[src/rtl/cuckoo_pkg.sv]
// Shared encodings and BCD limits for the cuckoo clock time-keeping core.
package cuckoo_pkg;

    typedef enum logic [1:0] {
        StRun      = 2'b00,
        StSetHour  = 2'b01,
        StSetMin   = 2'b10,
        StSetAlarm = 2'b11
    } state_e;

    localparam int unsigned MIN_TENS_MAX = 5;
    localparam int unsigned MIN_WRAP     = MIN_TENS_MAX * 10 + 9;
    localparam int unsigned HOUR_WRAP    = 23;
    localparam int unsigned SEC_MAX      = 59;

    typedef struct packed {
        logic [3:0] tens;
        logic [3:0] units;
    } bcd2_t;

    function automatic bcd2_t to_bcd2(input int unsigned val);
        bcd2_t r;
        r.tens  = 4'(val / 10);
        r.units = 4'(val % 10);
        return r;
    endfunction

endpackage

[src/rtl/bcd2_counter.sv]
// Two-digit BCD counter wrapping at WRAP (59 or 23), with carry out and a
// synchronous load used for reset.
module bcd2_counter
    import cuckoo_pkg::*;
#(
    parameter int unsigned WRAP = 59
) (
    input  logic  i_clk,
    input  logic  i_load,
    input  bcd2_t i_load_val,
    input  logic  i_inc,
    output bcd2_t o_value,
    output logic  o_carry_out
);

    localparam logic [3:0] WRAP_TENS  = 4'(WRAP / 10);
    localparam logic [3:0] WRAP_UNITS = 4'(WRAP % 10);

    bcd2_t r_value;
    bcd2_t w_next;
    logic  w_at_wrap;
    logic  w_illegal;

    assign w_at_wrap = (r_value.tens == WRAP_TENS) && (r_value.units == WRAP_UNITS);
    assign w_illegal = (r_value.units > 4'd9) || (r_value.tens > WRAP_TENS) ||
                       ((r_value.tens == WRAP_TENS) && (r_value.units > WRAP_UNITS));

    // Fault-injected values fall back to 00 like a normal wrap, but without carry.
    always_comb begin
        w_next = r_value;
        if (w_illegal || w_at_wrap) begin
            w_next = '0;
        end else if (r_value.units == 4'd9) begin
            w_next.units = 4'd0;
            w_next.tens  = r_value.tens + 4'd1;
        end else begin
            w_next.units = r_value.units + 4'd1;
        end
    end

    always_ff @(posedge i_clk) begin
        if (i_load) begin
            r_value <= i_load_val;
        end else if (i_inc) begin
            r_value <= w_next;
        end
    end

    assign o_value     = r_value;
    assign o_carry_out = i_inc & w_at_wrap;

endmodule

[src/rtl/time_keeper.sv]
// BCD HH:MM:SS time-of-day core with two-button set mode.
// Define CUCKOO_ALARM_EN to add the alarm register pair and SET_ALARM state.
module time_keeper
    import cuckoo_pkg::*;
#(
    parameter int unsigned RESET_HOUR = 0,
    parameter int unsigned RESET_MIN  = 0
) (
    input  logic       sysclk,
    input  logic       rst,
    input  logic       sig1s,
    input  logic       btn_mode,
    input  logic       btn_inc,
    output logic [3:0] h_tens,
    output logic [3:0] h_units,
    output logic [3:0] m_tens,
    output logic [3:0] m_units,
    output logic [5:0] sec,
    output logic [1:0] set_mode
`ifdef CUCKOO_ALARM_EN
    ,
    input  logic       alarm_arm,
    output logic       alarm_active
`endif
);

    localparam bcd2_t RESET_HOUR_BCD = to_bcd2(RESET_HOUR);
    localparam bcd2_t RESET_MIN_BCD  = to_bcd2(RESET_MIN);

    logic   r_s1_prev;
    logic   r_mode_meta, r_mode_sync, r_mode_prev, r_mode_press;
    logic   r_inc_meta, r_inc_sync, r_inc_prev, r_inc_press;
    state_e r_state, w_state_next;
    logic [5:0] r_sec;

    logic  w_tick, w_mode_press, w_inc_press;
    logic  w_run_tick, w_leave_min, w_sec_carry;
    logic  w_min_inc, w_min_carry, w_hour_inc, w_hour_carry;
    bcd2_t w_min, w_hour;

    // Sync + edge detect; the registered press pulse lands on the 3rd edge
    // after the button is first sampled high.
    always_ff @(posedge sysclk) begin
        if (rst) begin
            r_s1_prev    <= 1'b0;
            r_mode_meta  <= 1'b0;
            r_mode_sync  <= 1'b0;
            r_mode_prev  <= 1'b0;
            r_mode_press <= 1'b0;
            r_inc_meta   <= 1'b0;
            r_inc_sync   <= 1'b0;
            r_inc_prev   <= 1'b0;
            r_inc_press  <= 1'b0;
        end else begin
            r_s1_prev    <= sig1s;
            r_mode_meta  <= btn_mode;
            r_mode_sync  <= r_mode_meta;
            r_mode_prev  <= r_mode_sync;
            r_mode_press <= r_mode_sync & ~r_mode_prev;
            r_inc_meta   <= btn_inc;
            r_inc_sync   <= r_inc_meta;
            r_inc_prev   <= r_inc_sync;
            r_inc_press  <= r_inc_sync & ~r_inc_prev;
        end
    end

    assign w_tick       = sig1s & ~r_s1_prev;
    assign w_mode_press = r_mode_press;
    assign w_inc_press  = r_inc_press & ~r_mode_press;

    always_ff @(posedge sysclk) begin
        if (rst) begin
            r_state <= StRun;
        end else begin
            r_state <= w_state_next;
        end
    end

    always_comb begin
        w_state_next = r_state;
        if (w_mode_press) begin
            case (r_state)
                StRun:     w_state_next = StSetHour;
                StSetHour: w_state_next = StSetMin;
`ifdef CUCKOO_ALARM_EN
                StSetMin:  w_state_next = StSetAlarm;
`else
                StSetMin:  w_state_next = StRun;
`endif
                default:   w_state_next = StRun;
            endcase
        end
    end

    assign w_run_tick  = w_tick & (r_state == StRun);
    assign w_leave_min = w_mode_press & (r_state == StSetMin);
    assign w_sec_carry = w_run_tick & (r_sec == 6'(SEC_MAX));

    always_ff @(posedge sysclk) begin
        if (rst) begin
            r_sec <= '0;
        end else if (w_leave_min) begin
            r_sec <= '0;
        end else if (w_run_tick) begin
            r_sec <= (r_sec >= 6'(SEC_MAX)) ? 6'd0 : r_sec + 6'd1;
        end
    end

    assign w_min_inc  = w_sec_carry | (w_inc_press & (r_state == StSetMin));
    // Minute wrap only carries into hours while running.
    assign w_hour_inc = (w_min_carry & (r_state == StRun)) |
                        (w_inc_press & (r_state == StSetHour));

    bcd2_counter #(
        .WRAP (MIN_WRAP)
    ) u_min (
        .i_clk       (sysclk),
        .i_load      (rst),
        .i_load_val  (RESET_MIN_BCD),
        .i_inc       (w_min_inc),
        .o_value     (w_min),
        .o_carry_out (w_min_carry)
    );

    bcd2_counter #(
        .WRAP (HOUR_WRAP)
    ) u_hour (
        .i_clk       (sysclk),
        .i_load      (rst),
        .i_load_val  (RESET_HOUR_BCD),
        .i_inc       (w_hour_inc),
        .o_value     (w_hour),
        .o_carry_out (w_hour_carry)
    );

`ifdef CUCKOO_ALARM_EN
    bcd2_t w_al_min, w_al_hour;
    logic  w_al_min_carry, w_al_hour_carry;
    logic  r_alarm_active;

    bcd2_counter #(
        .WRAP (MIN_WRAP)
    ) u_al_min (
        .i_clk       (sysclk),
        .i_load      (rst),
        .i_load_val  (to_bcd2(0)),
        .i_inc       (w_inc_press & (r_state == StSetAlarm)),
        .o_value     (w_al_min),
        .o_carry_out (w_al_min_carry)
    );

    bcd2_counter #(
        .WRAP (HOUR_WRAP)
    ) u_al_hour (
        .i_clk       (sysclk),
        .i_load      (rst),
        .i_load_val  (to_bcd2(6)),
        .i_inc       (w_al_min_carry),
        .o_value     (w_al_hour),
        .o_carry_out (w_al_hour_carry)
    );

    always_ff @(posedge sysclk) begin
        if (rst) begin
            r_alarm_active <= 1'b0;
        end else begin
            r_alarm_active <= (r_state == StRun) & alarm_arm &
                              ({w_hour, w_min} == {w_al_hour, w_al_min});
        end
    end

    assign alarm_active = r_alarm_active;
    assign {h_tens, h_units} = (r_state == StSetAlarm) ? w_al_hour : w_hour;
    assign {m_tens, m_units} = (r_state == StSetAlarm) ? w_al_min  : w_min;
`else
    assign {h_tens, h_units} = w_hour;
    assign {m_tens, m_units} = w_min;
`endif

    assign sec      = r_sec;
    assign set_mode = r_state;

endmodule

[config.mk]
export PLATFORM = sky130hd
export DESIGN_NAME = time_keeper
export DESIGN_NICKNAME = d
export VERILOG_FILES = /design/src/rtl/cuckoo_pkg.sv /design/src/rtl/bcd2_counter.sv /design/src/rtl/time_keeper.sv
export SDC_FILE = /design/constraint.sdc
export NUM_CORES = 1
export LEC_CHECK = 0
export CAP_MARGIN = 0
export CELL_PAD_IN_SITES_DETAIL_PLACEMENT = 1
export CELL_PAD_IN_SITES_GLOBAL_PLACEMENT = 1
export CORE_MARGIN = 3
export CORE_UTILIZATION = 36
export CTS_BUF_LIST = sky130_fd_sc_hd__clkbuf_8
export CTS_CLUSTER_SIZE = 10
export DETAILED_ROUTE_END_ITERATION = 8
export DONT_BUFFER_PORTS = 1
export PLACE_DENSITY_LB_ADDON = 0.08
export SLEW_MARGIN = 20
export SYNTH_ARGS = -nofsm -noshare
export SYNTH_HDL_FRONTEND = slang
export SYNTH_HIERARCHICAL = 1
export SYNTH_SLANG_ARGS = --single-unit
[constraint.sdc]
create_clock -name sysclk -period 3.55 [get_ports sysclk]
set_input_delay 1.065 -clock sysclk [delete_from_list [all_inputs] [get_ports sysclk]]
set_output_delay 1.065 -clock sysclk [all_outputs]
set_load 0.01 [all_outputs]
==> metrics.cfg <==
[place]
dpl.hpwl_microns=2740
placed_cells=241
gp_congestion=0.819
portBuffers=0

[clock_tree]
cts_sinks=33
cts-resized-gates=0
cts.clk_slew.worst_paths_ns=0.07
cts_tree=built
cts_setup_buffers=0
cts_hold_buf=0
clock_latency_ns=0.28
cts-root-buf=clkbuf_8
cts-htree-levels=2
cts_buffer_depth=2
numCtsBuffers=5

[min_path]
hp-start=r_mode_prev$_SDFF_PP0_
hp-class=reg -> reg

[critical_path]
cp.depth=8
critPathKind=in -> reg
r2r-start=set_mode[1]$_SDFFE_PP0P_
cp.arrival_ns=2.67
critPathSlowestCell=or4b_1
worstPathMaxFanout=5
critical_path_required_ns=3.53
critical_path.startpoint_type=input pin
path_buf_inv=0
r2r_end=u_hour/o_value[4]$_DFFE_PP_
slowest_delay_ns=0.45
ff2ff_setup_slack_ns=1.10
crit_end=u_hour/o_value[4]$_DFFE_PP_
path_cells=or4b_1 > nor4_1 > a41o_2 > and4_2 > nand2_1 > a21oi_1 > or2_2 > o21a_1
cpLargestDelayFamily=simple AND/OR/NAND/NOR gates
reg2regPathDepth=8
startpoint=sig1s
crit_path_end_kind=register

[synth]
syn_area_sq_mm=0.00171
synth_cells=179
yosysWarnings=6
synth_area_per_cell_sq_um=9.53

[sta]
min_period_ns=2.69
finalSetupTns_ns=0
fin_crit_sh=0.758
finalClockSkew_ns=0.00716
grt_setup_unrepaired=false
whs_ns=0.390
max_slew.worst_pin.slew_ns=0.758
setup_viol=0
fmax_mhz=372
hold_violations=0
max_slew_margin=0.487
report.final.slew_viol_count=0

[global_route]
antenna_found_initial=0
grtUsageTotal=0.146
grt_pass1_vias=1314
grt_overflow_total=0
grt_max_degree=31
grt_pass1_wl_microns=6160

[flow_run]
maxCapViolCount=0

[floorplan]
row_count=24
core_sq_mm=0.00447
io_pins=29
die-area_sq_mm=0.00560
initial_core_util=0.381
fp.dieH_microns=74.8
chipWidth_microns=74.8

[power_and_ir_drop]
power_leakage_nw=0.725
p_per_area_mw_per_mm2=495
vdd_drop_max_mv=0.179

[final_layout]
layoutNonFillerInstCount=249
seq_area_sq_um=821
diodes=0
fill_cells=518
multi_input_area_sq_um=868
drive_gt1_frac=0.0812
nNetsFinal=207
syn_to_final_growth_pct=13.1

[drt]
drt_iter0_drc=63
antenna_left=0
wl_microns=3760
first_pass_iters=4
routed_via_density=5.33
detail_route.wl_per_cell_microns=15.1
drc_errors=0
vias=1326

[run_status]
outcome=complete, no violations

==> placed cells by master, fill, tap and decap left out, drive strengths merged, types with 2 or more instances in the layout <==
master,instances
xnor2,3
edfxtp,16
o21ai,16
clkbuf,5
inv,9
xor2,3
o21a,3
nand2b,2
dfxtp,17
and2,2
conb,16
nor2,7
nand3,7
bufinv,2
nor4,3
nand2,25
a21oi,10
nor2b,11
nand4b,2
a31oi,3
ha,6
and4b,2
or2,2
o31ai,5
==> area by class of cell <==
| cell class | count | area share |
|---|---|---|
| tap | 52 | 0.0337 |
| timing repair buffer | 1 | 0.00389 |
| clock buffer | 5 | 0.0357 |
| sequential | 33 | 0.425 |
| multi-input combinational | 146 | 0.450 |
| inverter | 9 | 0.0175 |
| clock inverter | 3 | 0.0337 |
==> metrics by stage <==
step	worst slack (ns)	area [sq um]	util	total power, W
floorplan	0.623	1760	-	0.000527
global placement	0.613	1800	0.401	0.000542
detailed placement	0.579	1800	0.401	0.000547
CTS	0.854	1930	0.431	0.000967
global route	0.705	1930	0.431	0.00100
finish	0.860	1930	0.431	0.000954
==> power breakdown <==
| part | internal, W | total (W) | switching [W] |
|---|---|---|---|
| clock network | 0.000279 | 0.000417 | 0.000138 |
| registers | 0.000425 | 0.000460 | 0.0000352 |
| logic | 0.0000342 | 0.0000778 | 0.0000436 |
| total | 0.000738 | 0.000954 | 0.000216 |
==> metal layers <==
metal / track usage / share of wire / wire (microns) / vias to the layer above
met3: 0.0481 / 0.043 / 161 / 6
met1: 0.185 / 0.46 / 1750 / 641
li1: - / - / - / 661
met2: 0.234 / 0.48 / 1800 / 18
met4: 0.0534 / 0.014 / 53 / 0
met5: 0 / 0 / 0 / -
==> worst min-delay path by stage <==
stage	end	cells past startpoint
floorplan	r_inc_press$_SDFF_PP0_	1
global placement	r_inc_press$_SDFF_PP0_	1
detailed placement	r_mode_press$_SDFF_PP0_	1
CTS	r_mode_press$_SDFF_PP0_	1
global route	r_mode_press$_SDFF_PP0_	1
finish	r_mode_press$_SDFF_PP0_	1
==> flip-flops by register name, summed over array words and instances (netlist names) <==
register        flops
u_hour/o_value      8
u_min/o_value       8
sec                 6
set_mode            2
r_inc_meta          1
r_inc_press         1
r_inc_prev          1
r_inc_sync          1
r_mode_meta         1
r_mode_press        1
r_mode_prev         1
r_mode_sync         1
r_s1_prev           1
Power figures use the tool's default switching activity.
